==> src/rtl/uart_sched_pkg.sv <==
// Shared types and constants for the two-requester UART transmit scheduler.
package uart_sched_pkg;

   typedef enum logic [1:0] {
      ST_IDLE  = 2'd0,
      ST_GRANT = 2'd1,
      ST_SEND  = 2'd2,
      ST_WAIT  = 2'd3
   } sched_state_e;

   typedef logic req_id_t;

   localparam logic [7:0] HEADER_BASE = 8'hA0;

   function automatic logic [7:0] header_byte(input req_id_t id);
      return HEADER_BASE | {7'b000_0000, id};
   endfunction

endpackage

==> src/rtl/rr_arbiter2.sv <==
// Two-input round-robin arbiter; the last-grant register moves only when update_i is set.
module rr_arbiter2
   import uart_sched_pkg::*;
(
   input  logic       clk_i,
   input  logic       rst_ni,
   input  logic [1:0] req_i,
   input  logic       update_i,
   output logic [1:0] grant_o
);

   req_id_t last_q;
   req_id_t last_d;

   // Winner selection: on a tie, favour the requester not served last.
   always_comb begin
      grant_o = 2'b00;
      case (req_i)
         2'b01:   grant_o = 2'b01;
         2'b10:   grant_o = 2'b10;
         2'b11:   grant_o = (last_q == 1'b1) ? 2'b01 : 2'b10;
         default: grant_o = 2'b00;
      endcase
   end

   // Pointer next-state: only a real grant moves it.
   always_comb begin
      last_d = last_q;
      if (update_i && (grant_o != 2'b00)) begin
         last_d = grant_o[1];
      end else begin
         last_d = last_q;
      end
   end

   // Pointer register; reset value makes requester 0 win the first tie.
   always_ff @(posedge clk_i or negedge rst_ni) begin
      if (!rst_ni) begin
         last_q <= 1'b1;
      end else begin
         last_q <= last_d;
      end
   end

endmodule

==> src/rtl/uart_tx_scheduler.sv <==
// Shares one 8N1 byte transmitter between two word producers, sending each
// granted word as an optional header byte followed by its payload LSB-first.
module uart_tx_scheduler
   import uart_sched_pkg::*;
#(
   parameter int unsigned WORD_BYTES  = 4,
   parameter int unsigned SEND_HEADER = 1
) (
   input  logic                    clock,
   input  logic                    reset_n,
   input  logic [1:0]              i_req,
   input  logic [8*WORD_BYTES-1:0] i_word0,
   input  logic [8*WORD_BYTES-1:0] i_word1,
   output logic [1:0]              o_grant,
   output logic                    o_busy,
   output logic                    o_done,
   output logic                    o_done_id,
   output logic                    o_data_avail,
   output logic [7:0]              o_data_byte,
   input  logic                    i_tx_active,
   input  logic                    i_tx_done
);

   localparam int unsigned   W       = 8 * WORD_BYTES;
   localparam int unsigned   CW      = $clog2(WORD_BYTES + 2);
   localparam logic [CW-1:0] N_BYTES = CW'(WORD_BYTES + SEND_HEADER);
   localparam logic [CW-1:0] CNT_ONE = {{(CW-1){1'b0}}, 1'b1};
   localparam bit            HDR_EN  = (SEND_HEADER != 0);

   sched_state_e  state_q, state_d;
   logic [W-1:0]  shift_q, shift_d;
   req_id_t       id_q, id_d;
   logic [CW-1:0] cnt_q, cnt_d;
   logic          hdr_q, hdr_d;
   logic [1:0]    grant_q, grant_d;
   logic          busy_q, busy_d;
   logic          done_q, done_d;
   req_id_t       done_id_q, done_id_d;
   logic          avail_q, avail_d;
   logic [7:0]    byte_q, byte_d;

   logic          arb_update_s;
   logic [1:0]    arb_grant_s;

   // Arbitrate only when idle and the transmitter has finished any byte left over from a reset.
   assign arb_update_s = (state_q == ST_IDLE) && (i_req != 2'b00) && !i_tx_active;

   rr_arbiter2 u_arb (
      .clk_i    (clock),
      .rst_ni   (reset_n),
      .req_i    (i_req),
      .update_i (arb_update_s),
      .grant_o  (arb_grant_s)
   );

   // Next-state and output decode; hdr_q marks that the byte in flight is the header.
   always_comb begin
      state_d   = state_q;
      shift_d   = shift_q;
      id_d      = id_q;
      cnt_d     = cnt_q;
      hdr_d     = hdr_q;
      grant_d   = 2'b00;
      busy_d    = busy_q;
      done_d    = 1'b0;
      done_id_d = done_id_q;
      avail_d   = 1'b0;
      byte_d    = byte_q;

      case (state_q)
         ST_IDLE: begin
            busy_d = 1'b0;
            if (arb_update_s) begin
               shift_d = arb_grant_s[1] ? i_word1 : i_word0;
               id_d    = arb_grant_s[1];
               cnt_d   = N_BYTES;
               grant_d = arb_grant_s;
               busy_d  = 1'b1;
               state_d = ST_GRANT;
            end else begin
               state_d = ST_IDLE;
            end
         end
         ST_GRANT: begin
            if (HDR_EN) begin
               byte_d = header_byte(id_q);
               hdr_d  = 1'b1;
            end else begin
               byte_d = shift_q[7:0];
               hdr_d  = 1'b0;
            end
            state_d = ST_SEND;
         end
         ST_SEND: begin
            avail_d = 1'b1;
            state_d = ST_WAIT;
         end
         ST_WAIT: begin
            if (i_tx_done) begin
               cnt_d = cnt_q - CNT_ONE;
               if (cnt_d == {CW{1'b0}}) begin
                  done_d    = 1'b1;
                  done_id_d = id_q;
                  state_d   = ST_IDLE;
               end else begin
                  if (hdr_q) begin
                     hdr_d  = 1'b0;
                     byte_d = shift_q[7:0];
                  end else begin
                     shift_d = shift_q >> 8;
                     byte_d  = shift_d[7:0];
                  end
                  state_d = ST_SEND;
               end
            end else begin
               state_d = ST_WAIT;
            end
         end
         default: begin
            state_d = ST_IDLE;
         end
      endcase
   end

   // State and output registers.
   always_ff @(posedge clock or negedge reset_n) begin
      if (!reset_n) begin
         state_q   <= ST_IDLE;
         shift_q   <= {W{1'b0}};
         id_q      <= 1'b0;
         cnt_q     <= {CW{1'b0}};
         hdr_q     <= 1'b0;
         grant_q   <= 2'b00;
         busy_q    <= 1'b0;
         done_q    <= 1'b0;
         done_id_q <= 1'b0;
         avail_q   <= 1'b0;
         byte_q    <= 8'h00;
      end else begin
         state_q   <= state_d;
         shift_q   <= shift_d;
         id_q      <= id_d;
         cnt_q     <= cnt_d;
         hdr_q     <= hdr_d;
         grant_q   <= grant_d;
         busy_q    <= busy_d;
         done_q    <= done_d;
         done_id_q <= done_id_d;
         avail_q   <= avail_d;
         byte_q    <= byte_d;
      end
   end

   assign o_grant      = grant_q;
   assign o_busy       = busy_q;
   assign o_done       = done_q;
   assign o_done_id    = done_id_q;
   assign o_data_avail = avail_q;
   assign o_data_byte  = byte_q;

endmodule

==> config.mk <==
export PLATFORM = sky130hd
export DESIGN_NAME = uart_tx_scheduler
export DESIGN_NICKNAME = d
export VERILOG_FILES = /design/src/rtl/uart_sched_pkg.sv /design/src/rtl/rr_arbiter2.sv /design/src/rtl/uart_tx_scheduler.sv
export SDC_FILE = /design/constraint.sdc
export NUM_CORES = 1
export LEC_CHECK = 0
export ABC_AREA = 1
export CAP_MARGIN = 20
export CELL_PAD_IN_SITES_DETAIL_PLACEMENT = 2
export CELL_PAD_IN_SITES_GLOBAL_PLACEMENT = 2
export CORE_MARGIN = 3
export CORE_UTILIZATION = 24
export CTS_CLUSTER_SIZE = 40
export DETAILED_ROUTE_END_ITERATION = 16
export GPL_TIMING_DRIVEN = 0
export MAX_ROUTING_LAYER = met4
export PLACE_DENSITY = 0.81
export RECOVER_POWER = 25
export SYNTH_ARGS = -nofsm -noshare
export SYNTH_HDL_FRONTEND = slang
export SYNTH_SLANG_ARGS = --single-unit
==> constraint.sdc <==
create_clock -name clock -period 1.3 [get_ports clock]
set_clock_uncertainty 0.05 [all_clocks]
set_input_delay 0.26 -clock clock [delete_from_list [all_inputs] [get_ports clock]]
set_output_delay 0.26 -clock clock [all_outputs]
set_load 0.02 [all_outputs]
==> results_tabular.tex <==
\begin{tabular}{lr}
\hline
Metric & Value \\
\hline
\multicolumn{2}{l}{\textbf{Flow run}} \\
\quad Max cap viols & 0 \\
\multicolumn{2}{l}{\textbf{Layout}} \\
\quad Final antenna diode count & 0 \\
\quad Growth of design area from synthesis to finish & 55.9\% \\
\quad Post-layout nets & 650 \\
\quad Fraction of layout instances using a drive strength above 1 & 23.7\% \\
\multicolumn{2}{l}{\textbf{Yosys}} \\
\quad Most frequently used cell type in the post-synthesis netlist & nand2\_1 \\
\quad Leading post-synthesis cells by cell area & dfrtp\_1 (41\%), nand2\_1 (21\%), nand3\_1 (14\%) \\
\quad Post-synthesis cell count & 466 \\
\quad Flop and latch count out of synthesis & 54 \\
\quad Area of the mapped netlist & 3220 um\^{}2 \\
\quad Share of the synthesized area in the top cell type & 41.2\% \\
\quad Share of async-settable or async-resettable flops after synthesis & 100\% \\
\quad Synthesized netlist net count & 538 \\
\quad Synth Flop Type & dfrtp\_1 \\
\quad Count of different cell masters after synthesis & 26 \\
\quad Largest area contributor in the synthesized netlist & dfrtp\_1 \\
\quad Per-instance average area after synthesis & 6.91 um\^{}2 \\
\quad Part of the Yosys area used for sequential elements & $\sim$42\% \\
\quad Count of warnings emitted by yosys & 0 \\
\quad Count of flip-flops with a built-in enable after synthesis & 0 \\
\quad Commonest cells post-synth & nand2\_1 (178), nand3\_1 (90), inv\_1 (60) \\
\multicolumn{2}{l}{\textbf{Worst setup path}} \\
\quad Crit end category & flip-flop \\
\quad Top Family by Delay on Critical Path & simple AND/OR/NAND/NOR gates \\
\quad Worst reg2reg path startpoint & cnt\_q[0] \\
\quad Maximum fanout along the worst path & 7 \\
\quad Register-to-register setup slack & -330 ps \\
\quad Endpoint of the most critical register-to-register path & shift\_q[2] \\
\quad Largest stage delay on the critical path & $\sim$400 ps \\
\quad Bufs and invs on worst path & 3 \\
\quad Startpoint class of the critical path & flip-flop \\
\quad CP max stage cell & dfrtp\_1 \\
\quad Number of cells traversed by the worst register-to-register path & 10 \\
\quad Critical path class & flip-flop to flip-flop \\
\quad Critical path data required time & between 1000 and 1500 ps \\
\quad Data arrival time at the worst-slack endpoint & 1810 ps \\
\quad CP cell instances & inv\_2 > ha\_4 > nand2\_2 > nand3\_4 > nand2\_4 > a21oi\_4 > buf\_12 > buf\_8 > nand3\_2 > nand2\_1 \\
\multicolumn{2}{l}{\textbf{CTS}} \\
\quad Clock-pin slew on the worst setup and hold paths & 70 ps \\
\quad Buffer levels on the longest clock path & 2 \\
\quad CTS tree & done \\
\quad Max H-tree Level & 2 \\
\quad Clock latency of the later-clocked register in the worst-skew pair & 290 ps \\
\quad Sink count of the clock tree & 54 \\
\quad Cts bufs inserted & 5 \\
\quad Clock tree root driver cell & clkbuf\_16 \\
\multicolumn{2}{l}{\textbf{Power and ir drop}} \\
\quad Max IR drop VDD & 0.950 mV \\
\quad Total power divided by cell area & 2320 nW/um\^{}2 \\
\quad Static power due to leakage & 0.00257 uW \\
\multicolumn{2}{l}{\textbf{Timing}} \\
\quad Fin Hold WS & 412 ps \\
\quad Count of final max-slew check failures & 0 \\
\quad Final count of hold timing violations & 0 \\
\quad Final min period & 1630 ps \\
\quad Final worst path period share & 126\% \\
\quad Total Neg Setup Slack & -11,260 ps \\
\quad Final number of setup-violating endpoints & 48 \\
\quad RSZ-0062 raised after global routing & yes \\
\quad Final Worst Setup Slack & -333 ps \\
\quad Slew Limit Headroom & 68.8\% \\
\quad Measured slew at the worst slew-check pin & 468 ps \\
\quad Highest achievable clock rate & 612 MHz \\
\multicolumn{2}{l}{\textbf{Global route}} \\
\quad Via count of the first global-routing pass & 3,753 \\
\quad Remaining Overflow, GRT & 0 \\
\quad Antenna violations before repair & 0 \\
\quad Pin count of the biggest net entering global routing & 40 \\
\quad Wire length of the first global-routing pass & 19.9 mm \\
\quad Aggregate global-route resource usage & around 18\% \\
\multicolumn{2}{l}{\textbf{Drt}} \\
\quad ANT nets after route & 0 \\
\quad DRC violations left & 0 \\
\quad Count of TritonRoute iterations in the first routing pass & 4 \\
\quad Total Wirelength & 13.2 mm \\
\quad Vias per inst & 4.61 \\
\quad 1st-iter DRT viols & 134 \\
\quad Average wire per standard cell & 17.6 um \\
\quad Vias & roughly 3,500 \\
\multicolumn{2}{l}{\textbf{Placed design}} \\
\quad Weighted congestion at the end of routability-driven global placement & slightly above 0.8 \\
\quad HPWL reported at the end of detailed placement & 9.03 mm \\
\quad Worst-case setup slack after placement & -807 ps \\
\quad Quantity of I/O buffers inserted on ports & 82 \\
\multicolumn{2}{l}{\textbf{Floorplanning}} \\
\quad DIE AREA & approximately 15,000 um\^{}2 \\
\quad Die outline height & 122 um \\
\quad Die extent in x & $\sim$120 um \\
\quad I/O pin count & 84 \\
\quad Starting utilization of the core area & 25.0\% \\
\quad Site row count & between 40 and 50 \\
\quad Placeable core region & 12,900 um\^{}2 \\
\multicolumn{2}{l}{\textbf{Run status}} \\
\quad Violated checks & negative setup slack \\
\quad Result of the run & finished with violations \\
\multicolumn{2}{l}{\textbf{Hold path}} \\
\quad Hold Crit Class & primary input to asynchronous set/reset pin \\
\hline
\end{tabular}
## area by class of cell
cell class / instances / area [um^2]
Multi-Input combinational cell: 323 / 1780
Sequential cell: 54 / 1360
Tap cell: 172 / 215
Timing Repair Buffer: 105 / 1020
Buffer: 27 / 249
Fill cell: 1505 / 7860
Clock buffer: 6 / 139
Inverter: 62 / 233
Clock inverter: 1 / 30.0
## power breakdown
| group | total [uW] | leakage, uW | internal (uW) | switching [uW] |
|---|---|---|---|---|
| clock network | 1590 | 0.0000829 | 953 | 636 |
| logic | 7230 | 0.00180 | 2990 | 4240 |
| registers | 2830 | 0.000683 | 2350 | 480 |
## worst max-delay path by stage
stage                     cells after the start     start  slack (ps)     endpoint
after global routing                         11  cnt_q[0]        -400   shift_q[2]
after global placement                        1   reset_n       -1840     cnt_q[2]
after CTS                                    11  cnt_q[0]        -270   shift_q[8]
after detailed placement                      9  i_req[0]        -810  shift_q[23]
final                                        10  cnt_q[0]        -330   shift_q[2]
after floorplan                              10  cnt_q[0]         -80  shift_q[13]
## stage by stage
stage	instances	util, %	power, uW	cell area (um^2)
floorplan	466	-	6220	3260
global placement	720	33.3	7850	4290
detailed placement	721	33.4	8140	4310
CTS	742	37.0	10500	4760
finish	750	39.0	11600	5020
global route	750	39.0	12500	5020
## cell usage in the layout, fill, tap and decap left out, types with 7 or more instances in the layout
cell type	synthesis	final
nand2_1	178	162
clkbuf_2	0	7
buf_8	0	8
buf_4	10	19
nand2_2	3	15
nand3_1	90	66
a21oi_1	14	8
dfrtp_1	53	51
nand3_2	2	20
buf_6	4	8
inv_1	60	56
clkdlybuf4s50_1	0	66
nor2_1	8	7
## timing repair
action                     CTS  global route
gates cloned                 3             1
resized for setup           70            66
hold endpoints to repair    14             0
setup endpoints to repair   65            57
buffers inserted            10             8
pin swaps                    8            28
hold buffers                 1             0
## registers in the layout, summed over array words and instances, names as in the netlist, 2 cells and up
name,count
shift_q,32
o_data_byte,8
cnt_q,3
o_grant,2
state_q,2
## logic make-up (layout without fill, tap and decap cells)
family / Yosys count / after routing / synth area share (%)
AO/OA/AOI/OAI: 32 / 32 / 5.95
adder cells (fa/ha/maj): 2 / 2 / 0.777
buffers and inverters: 89 / 201 / 12.8
flip-flops: 54 / 54 / 42.0
AND/OR/NAND/NOR: 289 / 289 / 38.5
## per-layer routing
| metal | global-route usage [%] | up-vias | share of wire, % |
|---|---|---|---|
| met5 | - | - | 0 |
| met4 | 3.08 | 0 | 1.8 |
| li1 | - | 1675 | - |
| met3 | 1.95 | 16 | 2.8 |
| met1 | 20.7 | 1683 | 42 |
| met2 | 32.8 | 83 | 53 |
No activity file was read; power rests on OpenSTA's default activity.
